$ cat src/rtl/centroid_ctrl.sv
// Blob centroid controller: accumulates mask pixel statistics per frame, then runs one
// shared restoring divider for x and y. Optional macro CENTROID_ROUND_EN selects round-to-nearest.
module centroid_ctrl #(
    parameter int WIDTH  = 640,
    parameter int HEIGHT = 480,
    parameter int ACC_W  = 32,
    parameter int CNT_W  = 19
) (
    input  logic        clk,
    input  logic        reset,
    input  logic        pix_valid,
    input  logic        pix_sof,
    input  logic        pix_bit,
    output logic        pix_ready,
    output logic        busy,
    output logic        result_valid,
    output logic        found,
    output logic [10:0] x,
    output logic [10:0] y,
    output logic [2:0]  state_dbg
);

    localparam int COL_W  = $clog2(WIDTH);
    localparam int ROW_W  = $clog2(HEIGHT);
    localparam int ITER_W = $clog2(ACC_W);
    localparam logic [COL_W-1:0]  COL_LAST  = COL_W'(WIDTH - 1);
    localparam logic [ROW_W-1:0]  ROW_LAST  = ROW_W'(HEIGHT - 1);
    localparam logic [ITER_W-1:0] ITER_LAST = ITER_W'(ACC_W - 1);

    typedef enum logic [2:0] {
        IDLE  = 3'd0,
        ACCUM = 3'd1,
        DIV_X = 3'd2,
        DIV_Y = 3'd3,
        DONE  = 3'd4
    } state_t;

    // Handshake: a pixel transfers on a rising edge where pix_valid && pix_ready;
    // pix_ready depends only on state, never on pix_valid.
    state_t state_q, state_d;

    logic [COL_W-1:0]  col_q, col_base, col_nxt;
    logic [ROW_W-1:0]  row_q, row_base, row_nxt;
    logic [CNT_W-1:0]  count_q, count_nxt;
    logic [ACC_W-1:0]  sum_x_q, sum_x_nxt, sum_y_q, sum_y_nxt;
    logic [ACC_W-1:0]  dq_q, dq_nxt;
    logic [CNT_W-1:0]  rem_q, rem_nxt;
    logic [CNT_W:0]    rem_sh, rem_diff;
    logic              div_ge, unused_rem_msb;
    logic [ITER_W-1:0] iter_q;
    logic [10:0]       qx_q, qy_q;
    logic [ACC_W-1:0]  rnd_nxt, rnd_q;
    logic              accept, take, last_pix, div_last;

    assign accept   = pix_valid && pix_ready;
    assign take     = accept && (pix_sof || state_q == ACCUM);
    assign last_pix = (col_q == COL_LAST) && (row_q == ROW_LAST);
    assign div_last = (iter_q == ITER_LAST);

    // A start-of-frame pixel behaves as raster (0,0) with empty sums.
    assign col_base  = pix_sof ? '0 : col_q;
    assign row_base  = pix_sof ? '0 : row_q;
    assign col_nxt   = (col_base == COL_LAST) ? '0 : col_base + COL_W'(1);
    assign row_nxt   = (col_base == COL_LAST) ? row_base + ROW_W'(1) : row_base;
    assign count_nxt = (pix_sof ? '0 : count_q) + CNT_W'(pix_bit);
    assign sum_x_nxt = (pix_sof ? '0 : sum_x_q) + (pix_bit ? ACC_W'(col_base) : '0);
    assign sum_y_nxt = (pix_sof ? '0 : sum_y_q) + (pix_bit ? ACC_W'(row_base) : '0);

`ifdef CENTROID_ROUND_EN
    assign rnd_nxt = ACC_W'(count_nxt >> 1);
    assign rnd_q   = ACC_W'(count_q >> 1);
`else
    assign rnd_nxt = '0;
    assign rnd_q   = '0;
`endif

    // Restoring divider step: shift dividend MSB into remainder, quotient bit enters dq LSB.
    assign rem_sh         = {rem_q, dq_q[ACC_W-1]};
    assign div_ge         = (rem_sh >= {1'b0, count_q});
    assign rem_diff       = rem_sh - {1'b0, count_q};
    assign rem_nxt        = div_ge ? rem_diff[CNT_W-1:0] : rem_sh[CNT_W-1:0];
    assign unused_rem_msb = rem_diff[CNT_W];
    assign dq_nxt         = {dq_q[ACC_W-2:0], div_ge};

    always_ff @(posedge clk or posedge reset) begin
        if (reset) state_q <= IDLE;
        else       state_q <= state_d;
    end

    always_comb begin
        state_d   = state_q;
        pix_ready = 1'b0;
        busy      = 1'b0;
        case (state_q)
            IDLE: begin
                pix_ready = 1'b1;
                if (accept && pix_sof) state_d = ACCUM;
            end
            ACCUM: begin
                pix_ready = 1'b1;
                if (accept && !pix_sof && last_pix) state_d = DIV_X;
            end
            DIV_X: begin
                busy = 1'b1;
                if (div_last) state_d = DIV_Y;
            end
            DIV_Y: begin
                busy = 1'b1;
                if (div_last) state_d = DONE;
            end
            DONE: begin
                busy    = 1'b1;
                state_d = IDLE;
            end
            default: state_d = IDLE;
        endcase
    end

    assign state_dbg = state_q;

    always_ff @(posedge clk or posedge reset) begin
        if (reset) begin
            col_q        <= '0;
            row_q        <= '0;
            count_q      <= '0;
            sum_x_q      <= '0;
            sum_y_q      <= '0;
            dq_q         <= '0;
            rem_q        <= '0;
            iter_q       <= '0;
            qx_q         <= '0;
            qy_q         <= '0;
            x            <= '0;
            y            <= '0;
            found        <= 1'b0;
            result_valid <= 1'b0;
        end else begin
            result_valid <= 1'b0;
            case (state_q)
                IDLE, ACCUM: begin
                    if (take) begin
                        col_q   <= col_nxt;
                        row_q   <= row_nxt;
                        count_q <= count_nxt;
                        sum_x_q <= sum_x_nxt;
                        sum_y_q <= sum_y_nxt;
                    end
                    // Latch the x operand including the final pixel's contribution.
                    if (state_q == ACCUM && accept && !pix_sof && last_pix) begin
                        dq_q   <= sum_x_nxt + rnd_nxt;
                        rem_q  <= '0;
                        iter_q <= '0;
                    end
                end
                DIV_X: begin
                    iter_q <= iter_q + ITER_W'(1);
                    if (div_last) begin
                        qx_q   <= dq_nxt[10:0];
                        dq_q   <= sum_y_q + rnd_q;
                        rem_q  <= '0;
                    end else begin
                        dq_q   <= dq_nxt;
                        rem_q  <= rem_nxt;
                    end
                end
                DIV_Y: begin
                    iter_q <= iter_q + ITER_W'(1);
                    dq_q   <= dq_nxt;
                    rem_q  <= rem_nxt;
                    if (div_last) qy_q <= dq_nxt[10:0];
                end
                DONE: begin
                    // An empty frame divided by zero; its quotient is meaningless.
                    x            <= (count_q != '0) ? qx_q : '0;
                    y            <= (count_q != '0) ? qy_q : '0;
                    found        <= (count_q != '0);
                    result_valid <= 1'b1;
                end
                default: ;
            endcase
        end
    end

endmodule

$ cat config.mk
export PLATFORM = sky130hd
export DESIGN_NAME = centroid_ctrl
export DESIGN_NICKNAME = d
export VERILOG_FILES = /design/src/rtl/centroid_ctrl.sv
export SDC_FILE = /design/constraint.sdc
export NUM_CORES = 1
export LEC_CHECK = 0
export BUFFER_PORTS_ARGS = -buffer_cell sky130_fd_sc_hd__buf_2
export CORE_ASPECT_RATIO = 0.75
export CORE_MARGIN = 10
export CORE_UTILIZATION = 60
export DETAILED_ROUTE_END_ITERATION = 10
export PLACE_DENSITY = 0.77
export SLEW_MARGIN = 20
export SYNTH_ARGS = -nofsm -noshare
export SYNTH_HDL_FRONTEND = slang
export SYNTH_SLANG_ARGS = --single-unit
$ cat constraint.sdc
create_clock -name clk -period 8.1 [get_ports clk]
set_input_delay 1.62 -clock clk [delete_from_list [all_inputs] [get_ports clk]]
set_output_delay 1.62 -clock clk [all_outputs]
set_load 0.1 [all_outputs]
Yosys cells after proc, flatten, opt, wreduce, memory -nomap -nowiden
Cells that the tools add are included.
{ "word_totals": {"register_bits": 207, "in_bits": 5, "out_inout_bits": 29} }
{ "op_classes": {"add_sub_neg": 7, "n_lt_le_gt_ge": 1, "n_eq_ne": 13, "n_mux": 28, "n_reduce_logical": 24} }
{ "ops": {"columns": ["op", "n"], "rows": [
  ["$mux W32", 4],
  ["$pmux W32 S3", 1],
  ["$mux W19", 4],
  ["$pmux W19 S3", 1],
  ["$add A32 B10 Y32", 1],
  ["$add A32 B9 Y32", 1],
  ["$mux W10", 3],
  ["$mux W9", 3],
  ["$mux W11", 2],
  ["$eq A10 B10 Y1 const B", 2],
  ["$ge A20 B19 Y1", 1],
  ["$add A19 B1 Y19", 1],
  ["$reduce_bool A19 Y1", 1],
  ["$sub A19 B19 Y19", 1],
  ["$mux W3", 4],
  ["$pmux W3 S4", 1],
  ["$add A10 B1 Y10 const B", 1],
  ["$pmux W5 S2", 1],
  ["$reduce_and A2 Y1", 5],
  ["$add A9 B1 Y9 const B", 1],
  ["$eq A9 B9 Y1 const B", 1],
  ["$logic_and A1 B1 Y1", 9],
  ["$eq A3 B2 Y1 const B", 2],
  ["$ne A2 B2 Y1 const B", 3],
  ["other kinds (15)", 19]
]} }

Longest topological paths before layout
{ "logic_depth": {"ltp_word": 9, "ltp_mapped": 16, "depth_no_buf": 11} }

Least setup slack after synthesis
No wires, ideal clock.
{ "synth_timing": {"kind": "input -> register", "startpoint": "in pix_sof", "endpoint": "reg sum_x_q[31]", "arrival_ns": 4.881, "t_required_ns": 7.973, "slack_ns": 3.092, "cell_stages": 14, "path_buffers": 5, "cell_sequence": "clkbuf_1 -> buf_2 -> clkbuf_1 -> clkbuf_1 -> clkbuf_1 -> nor2b_1 -> ha_1 -> and2_1 -> a41oi_1 -> a21o_2 -> a2111oi_4 -> and3_4 -> mux2i_1 -> o21ai_2"} }
{ "synth_via": {"elab_chain_cells": 3, "elab_cells_between_ends": 7, "classes_between": "add/sub: 1; mux: 3; reduce/logical: 3"} }
{ "synth_rtl": {"columns": ["item", "line_no", "source"], "rows": [
  ["start: declaration", "12", "input logic pix_sof,"],
  ["$mux W10 or $logic_or A1 B1 Y1 (tied branches)", "61, 56", null],
  ["$mux W10 or $logic_and A1 B1 Y1 (tied branches)", "66, 56", null],
  ["$add A32 B10 Y32 or $reduce_and A2 Y1 (tied branches)", null, null],
  ["end signal: assignment", "145", "sum_x_q <= sum_x_nxt;"],
  ["end: declaration", "45", "logic [ACC_W-1:0] sum_x_q, sum_x_nxt, sum_y_q, sum_y_nxt;"]
]} }
Parallel ways exist; a longest one is shown, timed or not.
A chain may end at the register's enable or synchronous reset.

Worst setup path in the final report
{ "layout_timing": {"startpoint": "in pix_sof", "endpoint": "reg sum_y_q[29]"} }
{ "layout_via": {"elab_chain_cells": 3, "elab_cells_between_ends": 7, "classes_between": "add/sub: 1; mux: 3; reduce/logical: 3"} }
{ "layout_rtl": {"columns": ["item", "line_no", "source"], "rows": [
  ["$mux W9 or $logic_or A1 B1 Y1 (tied branches)", "62, 56", null],
  ["$mux W9 or $logic_and A1 B1 Y1 (tied branches)", "67, 56", null],
  ["$add A32 B9 Y32 or $reduce_and A2 Y1 (tied branches)", null, null],
  ["end signal: assignment", "146", "sum_y_q <= sum_y_nxt;"],
  ["end: declaration", "45", null]
]} }
Parallel ways exist; a longest one is shown, timed or not.

==> impl_metrics.ini <==
[drt]
ant_nets = 0
wl_um = 30500
vias_per_cell = 6.26
dr.first_iter.drc_count = 1061
drc = 0
vias = 10300
wl_per_cell_um = 18.5
firstDrtPassIters = 5

[clock_network]
clockBufferDepth = 3
root_buffer = clkbuf_16
post-cts-setup-buffers = 0
htreeDepth = 1
post_cts_resized = 0
cts_hold_buf = 0
clkTransAtPathRegs_ns = 0.06
clkLatencyLatePin_ns = 0.51
cts_inserted_buffers = 22
cts_tree = built
numClockSinks = 207

[worst_setup_path]
r2r_cells = 7
cp.required_ns = 8.46
start_kind = input port
critical_path.max_fanout = 47
reg2reg_slack_ns = 4.89
cp.arrival_ns = 5.21
crit_type = input port to flop
end_kind = flop

[finish]
mostFrequentLayoutCell = nand2_1
seq_area_sq_mm = 0.00518
layout-drive-gt1-share = 0.100
final_nets = 1425
antennaDiodeCount = 0
multi_input_area_sq_mm = 0.00661
syn2layout_area_growth_pct = 9.52
fill_cells = 1652
final_cell_mix = 227 x nand2_1, 207 x dfrtp_1, 113 x o21ai_0, 73 x nor2_1, 73 x a21oi_1
fin_cells = 1647

[global_routing]
first_global_vias = 9747
grt_use_total = 0.231
grt_start_max_net_pins = 136
top_usage_layer = met2
grt_use_met1 = 0.338
grt_pass1_wl_um = 50600
use_met2 = 0.348
antenna_found_initial = 0
use_met3 = 0.0414
gr-total-overflow = 0

[die]
rows = 45
die-area_sq_mm = 0.0265
coreArea_sq_mm = 0.0201
dieWidth_um = 185
start_util = 0.606
die_height_um = 143
io_pins = 34

[sta]
finClkSkew_ns = 0.0153
finalSetupViolations = 0
fin_setup_tns_ns = 0
worst_slew_pin_slew_ns = 0.952
drv_slew = 0
fmax_mhz = 206
period_share = 0.599
layout_min_cycle_time_ns = 4.85
rsz0062_at_grt = no
hold_viol = 0
relSlewSlack = 0.365

[power]
p_sw_frac = 0.239
peakVddDrop_uv = 154
p_seq_frac = 0.456
clock_power_share = 0.481
p_leak_uw = 0.00575
internal_power_uw = 1780
p_comb_frac = 0.064
power.density_mw_per_mm2 = 175
switchingPower_uw = 557

[synthesis]
synth_warnings = 0
synthArstFlopShare = 1.00
ys_ff_latch = 207
yosysSeqAreaShare = 0.425
synth_cells = 1374
synth_edf_count = 0
synth_ff_type = dfrtp_1
syn_nets = 1426
syn-mean-instance-area_sq_um = 8.86
ys_types = 70
syn-cell-area_sq_mm = 0.0122

[place]
place.gp.congestion = 0.933
dp.final_hpwl_um = 20800
portBuffers = 33
dpl.cell_count = 1607

[run]
maxCapViolations = 0

[outcome]
status = finished clean

[min_path]
hold_path_depth = 2
hold_class = flop to flop
worst max-delay path: stages:
cell and delay [ns]:
buf_4 0.25, nor2b_1 0.79, and2_1 0.29, ha_1 0.26
a211oi_1 0.31, o211ai_1 0.19, a311oi_1 0.83, and4b_1 0.30
nand3_1 0.10, xor2_1 0.13, o21ai_0 0.09
stage by stage:
stage	hold WS [ns]	util	cell area, sq um	worst slack [ns]	total power (uW)
final	0.468	0.664	13300	3.25	2330
after global routing	0.489	0.664	13300	2.95	2410
after CTS	0.470	0.663	13300	3.35	2340
after detailed placement	0.454	0.623	12500	2.84	1230
after global placement	0.454	0.623	12500	2.93	1220
after floorplan	0.438	-	12200	0.828	1190
registers in the layout, summed over array words and instances, names as in the netlist:
register / flops
sum_x_q: 32
count_q: 19
rem_q: 19
found: 1
iter_q: 5
y: 11
state_dbg: 3
x: 11
dq_q: 32
result_valid: 1
sum_y_q: 32
row_q: 9
qy_q: 11
col_q: 10
qx_q: 11
Yosys cell counts (9+ instances only):
| master | number | share of area |
|---|---|---|
| a211oi_1 | 10 | 0.0062 |
| a21o_1 | 11 | 0.0068 |
| a21oi_1 | 73 | 0.030 |
| a22o_1 | 23 | 0.017 |
| a31oi_1 | 22 | 0.011 |
| and2_1 | 30 | 0.015 |
| and3_1 | 21 | 0.011 |
| buf_2 | 9 | 0.0037 |
| clkbuf_1 | 61 | 0.019 |
| dfrtp_1 | 207 | 0.43 |
| ha_1 | 44 | 0.045 |
| inv_1 | 36 | 0.011 |
| mux2_2 | 22 | 0.020 |
| mux2i_1 | 18 | 0.015 |
| nand2_1 | 228 | 0.070 |
| nand2b_1 | 20 | 0.010 |
| nand3_1 | 47 | 0.019 |
| nand4_1 | 24 | 0.012 |
| nor2_1 | 74 | 0.023 |
| nor2b_1 | 32 | 0.016 |
| nor3_1 | 35 | 0.014 |
| nor4_1 | 10 | 0.0051 |
| o211ai_1 | 12 | 0.0074 |
| o21ai_0 | 113 | 0.046 |
| o31ai_1 | 9 | 0.0055 |
| xnor2_1 | 39 | 0.028 |
| xor2_1 | 46 | 0.033 |
final cells by class:
type | count | area share
clock buffers | 28 | 0.0476
flip-flops and latches | 207 | 0.388
clock inverters | 12 | 0.0129
well taps | 258 | 0.0242
repair buffers | 48 | 0.0210
multi-input cells | 1058 | 0.495
inverters | 36 | 0.0107
cell families after synthesis:
logic type               after synthesis  synth area share
adder cells (fa/ha/maj)               47            0.0501
multiplexers                          40            0.0351
flip-flops                           207             0.425
AO/OA/AOI/OAI                        330             0.172
buffers and inverters                109            0.0345
AND/OR/NAND/NOR                      556             0.222
XOR/XNOR                              85            0.0611
power groups by stage:
stage                     clock network, uW  registers [uW]  logic (uW)
after global placement                    0            1080         142
after CTS                              1130            1060         148
after detailed placement                  0            1080         147
after floorplan                           0            1080         112
after global routing                   1180            1060         168
final                                  1120            1060         148
routing by layer:
layer  up-vias  wire [um]
met2       344      13300
met4         0        458
li1       4872          -
met3        37       2250
met1      5050      14500
met5         -          0
path summary, 6_finish.rpt:
path / startpoint / to
worst max-delay path: pix_sof / sum_y_q[29]$_DFFE_PP0P_
worst max register to register: col_q[7]$_DFFE_PP0P_ / dq_q[16]$_DFFE_PP0P_
max in group asynchronous: reset / row_q[4]$_DFFE_PP0P_
min in group asynchronous: reset / result_valid$_DFF_PP0_
worst min-delay path: sum_x_q[0]$_DFFE_PP0P_ / sum_x_q[0]$_DFFE_PP0P_
worst min register to register: sum_x_q[0]$_DFFE_PP0P_ / sum_x_q[0]$_DFFE_PP0P_
(Power assumes the default switching activity.)
